==> src/rtl/erm_biu_if.sv <==
// External memory/IO bus between the BIU (master) and the memory system (slave).
// Single outstanding transaction; request held until acknowledged, read data valid with ack.
interface erm_biu_if #(
  parameter int AW = 16,
  parameter int DW = 16
);
  logic          req;
  logic          ack;
  logic          we;
  logic          io;
  logic [AW-1:0] addr;
  logic [DW-1:0] wdata;
  logic [DW-1:0] rdata;

  modport master (
    output req, we, io, addr, wdata,
    input  ack, rdata
  );

  modport slave (
    input  req, we, io, addr, wdata,
    output ack, rdata
  );
endinterface

==> src/rtl/erm_biu.sv <==
// Bus interface unit: prefetch queue plus data/fetch arbitration on one external bus.
// Request issues one cycle after decision, held until ack; data beats fetch; prefetch stalls when queue is full.
module erm_biu #(
  parameter int            DW       = 16,
  parameter int            AW       = 16,
  parameter int            QDEPTH   = 4,
  parameter logic [AW-1:0] RESET_PC = '0
) (
  input  logic          clk,
  input  logic          init,
  erm_biu_if.master     mem,
  output logic          if_valid,
  output logic [DW-1:0] if_instr,
  input  logic          if_ready,
  input  logic          flush,
  input  logic [AW-1:0] flush_pc,
  input  logic          d_req,
  input  logic          d_we,
  input  logic          d_io,
  input  logic [AW-1:0] d_addr,
  input  logic [DW-1:0] d_wdata,
  output logic [DW-1:0] d_rdata,
  output logic          d_done
);
  localparam int            PW    = $clog2(QDEPTH);
  localparam int            CW    = PW + 1;
  localparam logic [CW-1:0] QFULL = CW'(QDEPTH);

  typedef enum logic [1:0] {IDLE, FETCH, DATA} state_t;

  state_t        state, state_nxt;
  logic          issue_fetch, issue_data, fetch_done, data_done;
  logic          push, pop;
  logic          mem_req, mem_we, mem_io;
  logic [AW-1:0] mem_addr, fetch_pc;
  logic [DW-1:0] mem_wdata;
  logic          discard;
  logic [DW-1:0] q_mem [QDEPTH];
  logic [PW-1:0] wr_ptr, rd_ptr;
  logic [CW-1:0] count;

  assign mem.req   = mem_req;
  assign mem.we    = mem_we;
  assign mem.io    = mem_io;
  assign mem.addr  = mem_addr;
  assign mem.wdata = mem_wdata;

  assign if_valid = (count != '0);
  assign if_instr = q_mem[rd_ptr];

  always_comb begin
    state_nxt   = state;
    issue_fetch = 1'b0;
    issue_data  = 1'b0;
    fetch_done  = 1'b0;
    data_done   = 1'b0;
    case (state)
      IDLE: begin
        // d_done high means the core has not yet dropped the request just served
        if (d_req && !d_done) begin
          state_nxt  = DATA;
          issue_data = 1'b1;
        end else if ((count < QFULL) && !flush) begin
          state_nxt   = FETCH;
          issue_fetch = 1'b1;
        end
      end
      FETCH: begin
        if (mem.ack) begin
          state_nxt  = IDLE;
          fetch_done = 1'b1;
        end
      end
      DATA: begin
        if (mem.ack) begin
          state_nxt = IDLE;
          data_done = 1'b1;
        end
      end
      default: state_nxt = IDLE;
    endcase
  end

  assign push = fetch_done && !discard && !flush;
  assign pop  = if_valid && if_ready && !flush;

  always_ff @(posedge clk or negedge init) begin
    if (!init) state <= IDLE;
    else       state <= state_nxt;
  end

  always_ff @(posedge clk or negedge init) begin
    if (!init) begin
      mem_req   <= 1'b0;
      mem_we    <= 1'b0;
      mem_io    <= 1'b0;
      mem_addr  <= '0;
      mem_wdata <= '0;
      d_rdata   <= '0;
      d_done    <= 1'b0;
      fetch_pc  <= RESET_PC;
      discard   <= 1'b0;
    end else begin
      mem_req <= (state_nxt != IDLE);
      d_done  <= data_done;
      if (issue_data) begin
        mem_we    <= d_we;
        mem_io    <= d_io;
        mem_addr  <= d_addr;
        mem_wdata <= d_wdata;
      end else if (issue_fetch) begin
        mem_we   <= 1'b0;
        mem_io   <= 1'b0;
        mem_addr <= fetch_pc;
      end
      if (data_done && !mem_we) d_rdata <= mem.rdata;
      // A fetch still in flight at flush time completes on the bus but its data is stale
      if (flush) begin
        fetch_pc <= flush_pc;
        discard  <= (state == FETCH) && !mem.ack;
      end else if (fetch_done) begin
        discard <= 1'b0;
        if (!discard) fetch_pc <= fetch_pc + AW'(1);
      end
    end
  end

  always_ff @(posedge clk or negedge init) begin
    if (!init) begin
      wr_ptr <= '0;
      rd_ptr <= '0;
      count  <= '0;
      for (int i = 0; i < QDEPTH; i++) q_mem[i] <= '0;
    end else if (flush) begin
      wr_ptr <= '0;
      rd_ptr <= '0;
      count  <= '0;
    end else begin
      if (push) begin
        q_mem[wr_ptr] <= mem.rdata;
        wr_ptr        <= wr_ptr + PW'(1);
      end
      if (pop) rd_ptr <= rd_ptr + PW'(1);
      if (push && !pop)      count <= count + CW'(1);
      else if (pop && !push) count <= count - CW'(1);
    end
  end
endmodule
==> src/flat_wrapper.sv <==
// flat-port wrapper written by rule: the top's interface ports become plain ports
module erm_biu_flat 
#(
  parameter int            DW       = 16,
  parameter int            AW       = 16,
  parameter int            QDEPTH   = 4,
  parameter logic [AW-1:0] RESET_PC = '0
)
  (clk, init, if_valid, if_instr, if_ready, flush, flush_pc, d_req, d_we, d_io, d_addr, d_wdata, d_rdata, d_done, mem_req, mem_we, mem_io, mem_addr, mem_wdata, mem_ack, mem_rdata);
  erm_biu_if #(.AW(AW), .DW(DW)) mem_i ();
  input  logic clk;
  input  logic init;
  output logic if_valid;
  output logic [DW-1:0] if_instr;
  input  logic if_ready;
  input  logic flush;
  input  logic [AW-1:0] flush_pc;
  input  logic d_req;
  input  logic d_we;
  input  logic d_io;
  input  logic [AW-1:0] d_addr;
  input  logic [DW-1:0] d_wdata;
  output logic [DW-1:0] d_rdata;
  output logic d_done;
  output wire logic [$bits(mem_i.req)-1:0] mem_req;
  output wire logic [$bits(mem_i.we)-1:0] mem_we;
  output wire logic [$bits(mem_i.io)-1:0] mem_io;
  output wire logic [$bits(mem_i.addr)-1:0] mem_addr;
  output wire logic [$bits(mem_i.wdata)-1:0] mem_wdata;
  input wire logic [$bits(mem_i.ack)-1:0] mem_ack;
  input wire logic [$bits(mem_i.rdata)-1:0] mem_rdata;
  assign mem_req = mem_i.req;
  assign mem_we = mem_i.we;
  assign mem_io = mem_i.io;
  assign mem_addr = mem_i.addr;
  assign mem_wdata = mem_i.wdata;
  assign mem_i.ack = mem_ack;
  assign mem_i.rdata = mem_rdata;
  erm_biu #(.DW(DW), .AW(AW), .QDEPTH(QDEPTH), .RESET_PC(RESET_PC)) u_core (.clk(clk), .init(init), .mem(mem_i), .if_valid(if_valid), .if_instr(if_instr), .if_ready(if_ready), .flush(flush), .flush_pc(flush_pc), .d_req(d_req), .d_we(d_we), .d_io(d_io), .d_addr(d_addr), .d_wdata(d_wdata), .d_rdata(d_rdata), .d_done(d_done));
endmodule
==> config.mk <==
export PLATFORM = sky130hd
export DESIGN_NAME = erm_biu_flat
export DESIGN_NICKNAME = d
export VERILOG_FILES = /design/src/rtl/erm_biu_if.sv /design/src/rtl/erm_biu.sv /design/src/flat_wrapper.sv
export SDC_FILE = /design/constraint.sdc
export NUM_CORES = 1
export LEC_CHECK = 0
export ABC_AREA = 1
export ABC_CLOCK_PERIOD_IN_PS = 2390
export BUFFER_PORTS_ARGS = -buffer_cell sky130_fd_sc_hd__clkbuf_2
export CELL_PAD_IN_SITES_DETAIL_PLACEMENT = 1
export CELL_PAD_IN_SITES_GLOBAL_PLACEMENT = 1
export CORE_UTILIZATION = 41
export CTS_CLUSTER_DIAMETER = 200
export CTS_CLUSTER_SIZE = 25
export DETAILED_ROUTE_END_ITERATION = 16
export PLACE_DENSITY_LB_ADDON = 0.1
export SYNTH_ARGS = -nofsm -noshare
export SYNTH_HDL_FRONTEND = slang
export SYNTH_SLANG_ARGS = --single-unit
==> constraint.sdc <==
create_clock -name clk -period 2.39 [get_ports clk]
set_clock_uncertainty 0.1 [all_clocks]
set_input_delay 0.1195 -clock clk [delete_from_list [all_inputs] [get_ports clk]]
set_output_delay 0.1195 -clock clk [all_outputs]
set_load 0.005 [all_outputs]
==> out/metrics.cfg, run 1 <==
[floorplanning]
num_rows = 45
io_pins = 141
die_h_um = 128
die_w_um = 128
dieArea_um2 = 16500
fp.coreArea_um2 = 15400
initial_utilization_pct = 42.5

[logic_synthesis]
synth.cell_area_um2 = 6560
syn_area_per_cell_um2 = 8.61
ys_warn_count = 0
ys_ff_latch = 142
synth_seq_area_share_pct = 54.2
synth_edf_count = 0
synth.largest_area_cell = dfrtp_1
synth_ff_type = dfrtp_1
async_flop_share_pct = 100
netlist_instances = 762
ys_top_cells_by_area = dfrtp_1 (54%), nand2_1 (12%), o21ai_1 (5.4%), o21ai_0 (4.8%), nor2_1 (3.1%)
synth_cell_types = 37
yosysTopAreaCellShare_pct = 54.2
synth_nets = 844

[sta]
slew_viol_final = 0
max_freq_mhz = 448
setup_violations = 0
final.period_utilization_pct = 93.4
worst-slew-pin-transition_ns = 1.10
setup_tns_ns = 0
max_slew_margin_pct = 27.0
finalHoldViolCount = 0
timing.hold.ws_ns = 0.0349
fin_crit_ns = 2.23
grt_setup_unrepaired = no

[critical_path]
cp.arrival_ns = 2.49
cp-start-kind = register
cp.required_ns = 2.65
cp_max_fo = 6
crit_type = reg -> reg
endpoint_kind = register

[clock_network]
htreeDepth = 4
worstSkewPairLatency_ns = 0.42
path_clk_slew_ns = 0.06
clock_path_buffers = 2
cts_tree = yes
root_buffer = clkbuf_16
cts_sinks = 142
cts_buffers = 17
post_cts_resized = 0

[power]
p_per_area_nw_per_um2 = 1070
p_leak_nw = 4.39
vdd_ir_drop_max_mv = 0.545

[global_routing]
grt_pass1_wl_um = 33500
grt_max_degree = 73
grt_use_total_pct = 26.4
antenna_found_initial = 0
overflow = 0
grt_pass1_vias = 6607

[detailed_routing]
detail-route-antenna-nets = 0
drcViolationCount = 0
wl_per_cell_um = 17.1
drtPass1Iterations = 6
routed_wl_um = 20400
vias_per_cell = 5.09
drt_iter0_drc = 284
num_vias = 6054

[hold_path]
hp-class = in -> reg

[layout]
ff_latch_area_um2 = 3550
syn_to_final_growth_pct = 33.1
num_antenna_cells = 0
multiInputGateArea_um2 = 2570
drive_gt1_share_pct = 21.6
nets = 1049
n_fill_cell = 1877
stdcell_count = 1190
fin_util_pct = 56.6

[place]
place_congestion = 0.790
dp_hpwl_um = 13000
placed_cells = 1087
port_buffers = 140

[run_status]
status = complete, no violations

[run]
drv_cap = 0

## cells in the mapped netlist (3+ instances only)
cell type and n:
nand2_2 10, nor2_2 3, nand4_1 7, clkbuf_1 7, o21ai_1 71, inv_1 50, nor2_1 55, xor2_1 4
nand2_1 212, ha_1 9, dfrtp_1 142, inv_2 3, buf_4 4, nand3_1 35, a22oi_1 6, buf_2 22
o211ai_1 13, o22ai_1 16, o21ai_0 63, buf_6 5, a21oi_1 5
## metrics by stage
| stage | power, mW | worst slack [ns] | cell area, um2 |
|---|---|---|---|
| 6_report | 9.37 | 0.157 | 8730 |
| 5_1_grt | 10.0 | 0.000682 | 8730 |
| 4_1_cts | 9.38 | 0.122 | 8720 |
| 3_5_place_dp | 6.57 | 0.147 | 7430 |
| 3_3_place_gp | 6.39 | 0.276 | 7430 |
| 2_1_floorplan | 5.26 | 0.333 | 6560 |
## logic make-up (layout without fill, tap and decap cells)
family / after synthesis / after routing / synth area share, %
xor gates and xnor gates: 6 / 6 / 0.801
buffers and inverters: 94 / 311 / 6.68
DFF: 142 / 142 / 54.2
adders and majority gates: 10 / 10 / 2.02
AOI/OAI and AO/OA: 180 / 180 / 15.3
and+or+nand+nor: 330 / 330 / 21.1
## metal layers
| metal | track usage (%) | vias to the layer above | wire, um |
|---|---|---|---|
| met4 | 10.7 | 0 | 472 |
| met5 | 0 | - | 0 |
| li1 | - | 2914 | - |
| met2 | 46.8 | 126 | 10500 |
| met3 | 5.95 | 30 | 811 |
| met1 | 31.0 | 2984 | 8590 |
## report_power, final
part | internal, mW | leakage (nW) | switching [mW]
combinational | 1.31 | 2.26 | 1.88
clock | 1.66 | 0.286 | 1.02
sequential | 3.08 | 1.85 | 0.437
total | 6.04 | 4.39 | 3.33
## timing repair
| item | in CTS | in global routing |
|---|---|---|
| setup endpoints to repair | 0 | 1 |
| buffers inserted | 0 | 2 |
| hold buffers | 70 | 0 |
| endpoints found under the hold margin | 246 | 0 |
## state kept, by name, indices dropped and copies added, names as in the netlist, 2 cells and up
name	flops
u_core.d_rdata	16
u_core.state	2
u_core.mem.addr	16
u_core.q_mem	64
u_core.wr_ptr	2
u_core.rd_ptr	2
u_core.mem.wdata	16
u_core.fetch_pc	16
u_core.count	3
## path summary, 6_finish.rpt
path	startpoint	to	slack [ns]	cells after the start
max	u_core.state[1]$_DFF_PN0_	u_core.count[2]$_DFFE_PN0P_	0.16	13
min	d_req	u_core.mem.addr[0]$_DFFE_PN0P_	0.03	4
max reg2reg	u_core.state[1]$_DFF_PN0_	u_core.count[2]$_DFFE_PN0P_	0.16	13
min reg2reg	u_core.mem.wdata[5]$_DFFE_PN0P_	u_core.mem.wdata[5]$_DFFE_PN0P_	0.39	2
max in group asynchronous	init	u_core.fetch_pc[4]$_DFFE_PN0P_	1.33	3
min in group asynchronous	init	u_core.q_mem[2]$_DFFE_PN0P_	0.08	2
## worst max-delay path, stage by stage (launching register included)
cell and delay, ns:
dfrtp_1 0.40, inv_1 0.08, ha_1 0.19, nand2_1 0.09, inv_2 0.05, nand2_2 0.13
inv_4 0.04, nand2_2 0.13, inv_1 0.08, fa_1 0.37, xnor2_1 0.19, xor2_1 0.16
nand2_1 0.08, nand2_1 0.07
## final cells by class
| class | count | share of cell area [%] |
|---|---|---|
| clock inverters | 11 | 1.63 |
| well taps | 211 | 3.02 |
| inverters | 54 | 2.35 |
| repair buffers | 226 | 17.8 |
| clock buffers | 20 | 5.11 |
| multi-input cells | 526 | 29.4 |
| flip-flops and latches | 142 | 40.7 |
## cells in the final DEF (no fill, tap or decap), drive strengths merged
cell type and instances:
nand2 223, clkbuf 159, dfrtp 142, o21ai 136, dlygate4sd3 70, nor2 60
inv 54, nand3 37, buf 17, o22ai 16, o211ai 13, ha 9
nand4 7, a22oi 6, a21oi 6, clkinv 6, xor2 4, bufinv 3
xnor2 2, clkinvlp 2, a31oi 2, nand3b 1, o221ai 1, or2 1
nor3 1, fa 1
(Power assumes the default switching activity.)
==> inputs of run 2 (changes only) <==
Settings changed: PLACE_DENSITY from default to 0.93, PLACE_DENSITY_LB_ADDON 0.1 to default.
==> run 2 against run 1 <==
  * Flip-flop and latch count is the same
  * Final area shrank 0.30%
  * Critical path depth is the same
  * Utilization shrank 0.17 points
  * Register-to-register slack lost 0.04 ns
  * Setup slack lost 0.038 ns
  * Hold slack is essentially flat
  * Die area is the same
  * Sequential share of layout area grew 0.12 points
  * Via count grew 2.9%
==> out/metrics.cfg, run 2 (synthesis gave the netlist of run 1 again) <==
[sta]
final.period_utilization_pct = 95.0
setup_violations = 0
fin_crit_ns = 2.27
grt_setup_unrepaired = no
max_slew_margin_pct = 29.5
setup_tns_ns = 0
finalHoldViolCount = 0
slew_viol_final = 0
worst-slew-pin-transition_ns = 1.06
max_freq_mhz = 440

[run_status]
status = complete, no violations

[critical_path]
cp.required_ns = 2.66
endpoint_kind = register
reg2regPathDepth = 13
cp.arrival_ns = 2.54
crit_type = reg -> reg
cp_max_fo = 6
cp-start-kind = register
r2r_start = u_core.state[1]$_DFF_PN0_
rrSetupSlack_ns = 0.12
r2r_end = u_core.count[2]$_DFFE_PN0P_

[clock_network]
cts_sinks = 142
path_clk_slew_ns = 0.06
htreeDepth = 4
clock_path_buffers = 2
cts_buffers = 17
root_buffer = clkbuf_16
post_cts_resized = 0
cts_tree = yes
worstSkewPairLatency_ns = 0.43

[power]
vdd_ir_drop_max_mv = 0.638
p_per_area_nw_per_um2 = 1070
p_leak_nw = 4.37

[floorplanning]
io_pins = 141
die_w_um = 128
initial_utilization_pct = 42.5
die_h_um = 128
dieArea_um2 = 16500
fp.coreArea_um2 = 15400
num_rows = 45

[global_routing]
grt-busiest-layer = met2
overflow = 0
grt_use_total_pct = 27.7
met1_usage_pct = 31.3
grt_pass1_wl_um = 34900
antenna_found_initial = 0
grt_use_met2_pct = 50.6
grt_pass1_vias = 6703
use_met3_pct = 6.94
grt_max_degree = 66

[layout]
drive_gt1_share_pct = 21.9
largest_reg_flops = 64
final_cell_area_um2 = 8710
nets = 1048
regMostFlops = u_core.q_mem
syn_to_final_growth_pct = 32.7
final_common_cell = nand2_1
mostFrequentLayoutCells = nand2_1 (212), dfrtp_1 (142), clkbuf_2 (139)

[place]
placed_cell_area_um2 = 7440
dp_hpwl_um = 12600
port_buffers = 140
place_congestion = 0.833

[hold_path]
hold_end = u_core.mem.addr[0]$_DFFE_PN0P_
worstHoldStart = d_req
hp-class = in -> reg
whs_path_depth = 4

[detailed_routing]
num_vias = 6231
detail-route-antenna-nets = 0
wl_per_cell_um = 18.2
routed_wl_um = 21700
drtPass1Iterations = 4
vias_per_cell = 5.23
drcViolationCount = 0
drt_iter0_drc = 309

[run]
drv_cap = 0

## run 2: changes by cell type in the layout (fill, tap and decap cells not counted), sizes merged
cell	change
clkinvlp	+3
diode	+1
clkinv	+1
dlygate4sd3	-1
clkbuf	-1
bufinv	-2
## run 2: worst max-delay path by stage
stage                                    from                           to  slack (ns)
floorplan           u_core.state[1]$_DFF_PN0_  u_core.count[2]$_DFFE_PN0P_        0.33
global placement    u_core.state[1]$_DFF_PN0_  u_core.count[2]$_DFFE_PN0P_        0.28
detailed placement  u_core.state[1]$_DFF_PN0_  u_core.count[2]$_DFFE_PN0P_        0.16
CTS                 u_core.state[1]$_DFF_PN0_  u_core.count[2]$_DFFE_PN0P_        0.10
global route        u_core.state[1]$_DFF_PN0_  u_core.count[2]$_DFFE_PN0P_       0.009
finish              u_core.state[1]$_DFF_PN0_  u_core.count[2]$_DFFE_PN0P_        0.12
## run 2: area by class of cell
cell class	instances	area [um2]
Fill cell	1858	6720
Sequential cell	142	3550
Multi-Input combinational cell	526	2570
Timing Repair Buffer	225	1540
Clock buffer	19	453
Tap cell	211	264
Inverter	54	205
Clock inverter	13	118
Antenna cell	1	2.50
## run 2: per-stage QoR
stage	std cells	total power [mW]	hold WS [ns]	worst slack, ns	util, %
after floorplan	762	5.26	-0.276	0.333	-
after global placement	1088	6.41	0.0524	0.278	48.2
after detailed placement	1088	6.57	0.0572	0.160	48.2
after CTS	1189	9.27	0.0202	0.100	56.4
after global routing	1190	9.94	0.0485	0.00941	56.4
final	1191	9.35	0.0346	0.119	56.4
## run 2: routing by layer
layer,wire [um],vias up
li1,-,2910
met1,8830,3079
met2,11400,202
met3,1040,40
met4,412,0
met5,0,-
## run 2: power by group
part | switching, mW | internal, mW
logic | 1.93 | 1.31
registers | 0.473 | 3.08
clock network | 1.08 | 1.48
## run 2: critical path: stages (launching register included)
cell and delay (ns):
dfrtp_1 0.40, inv_1 0.09, ha_1 0.20, nand2_1 0.10
inv_2 0.05, nand2_2 0.12, inv_4 0.04, nand2_2 0.13
inv_1 0.07, fa_1 0.37, xnor2_1 0.19, xor2_1 0.19
nand2_1 0.09, nand2_1 0.06
## run 2: repair_timing
item                                   CTS  global route
setup buffers                            0             1
endpoints found under the hold margin  194             0
setup endpoints to repair                0             1
hold buffers                            69             0
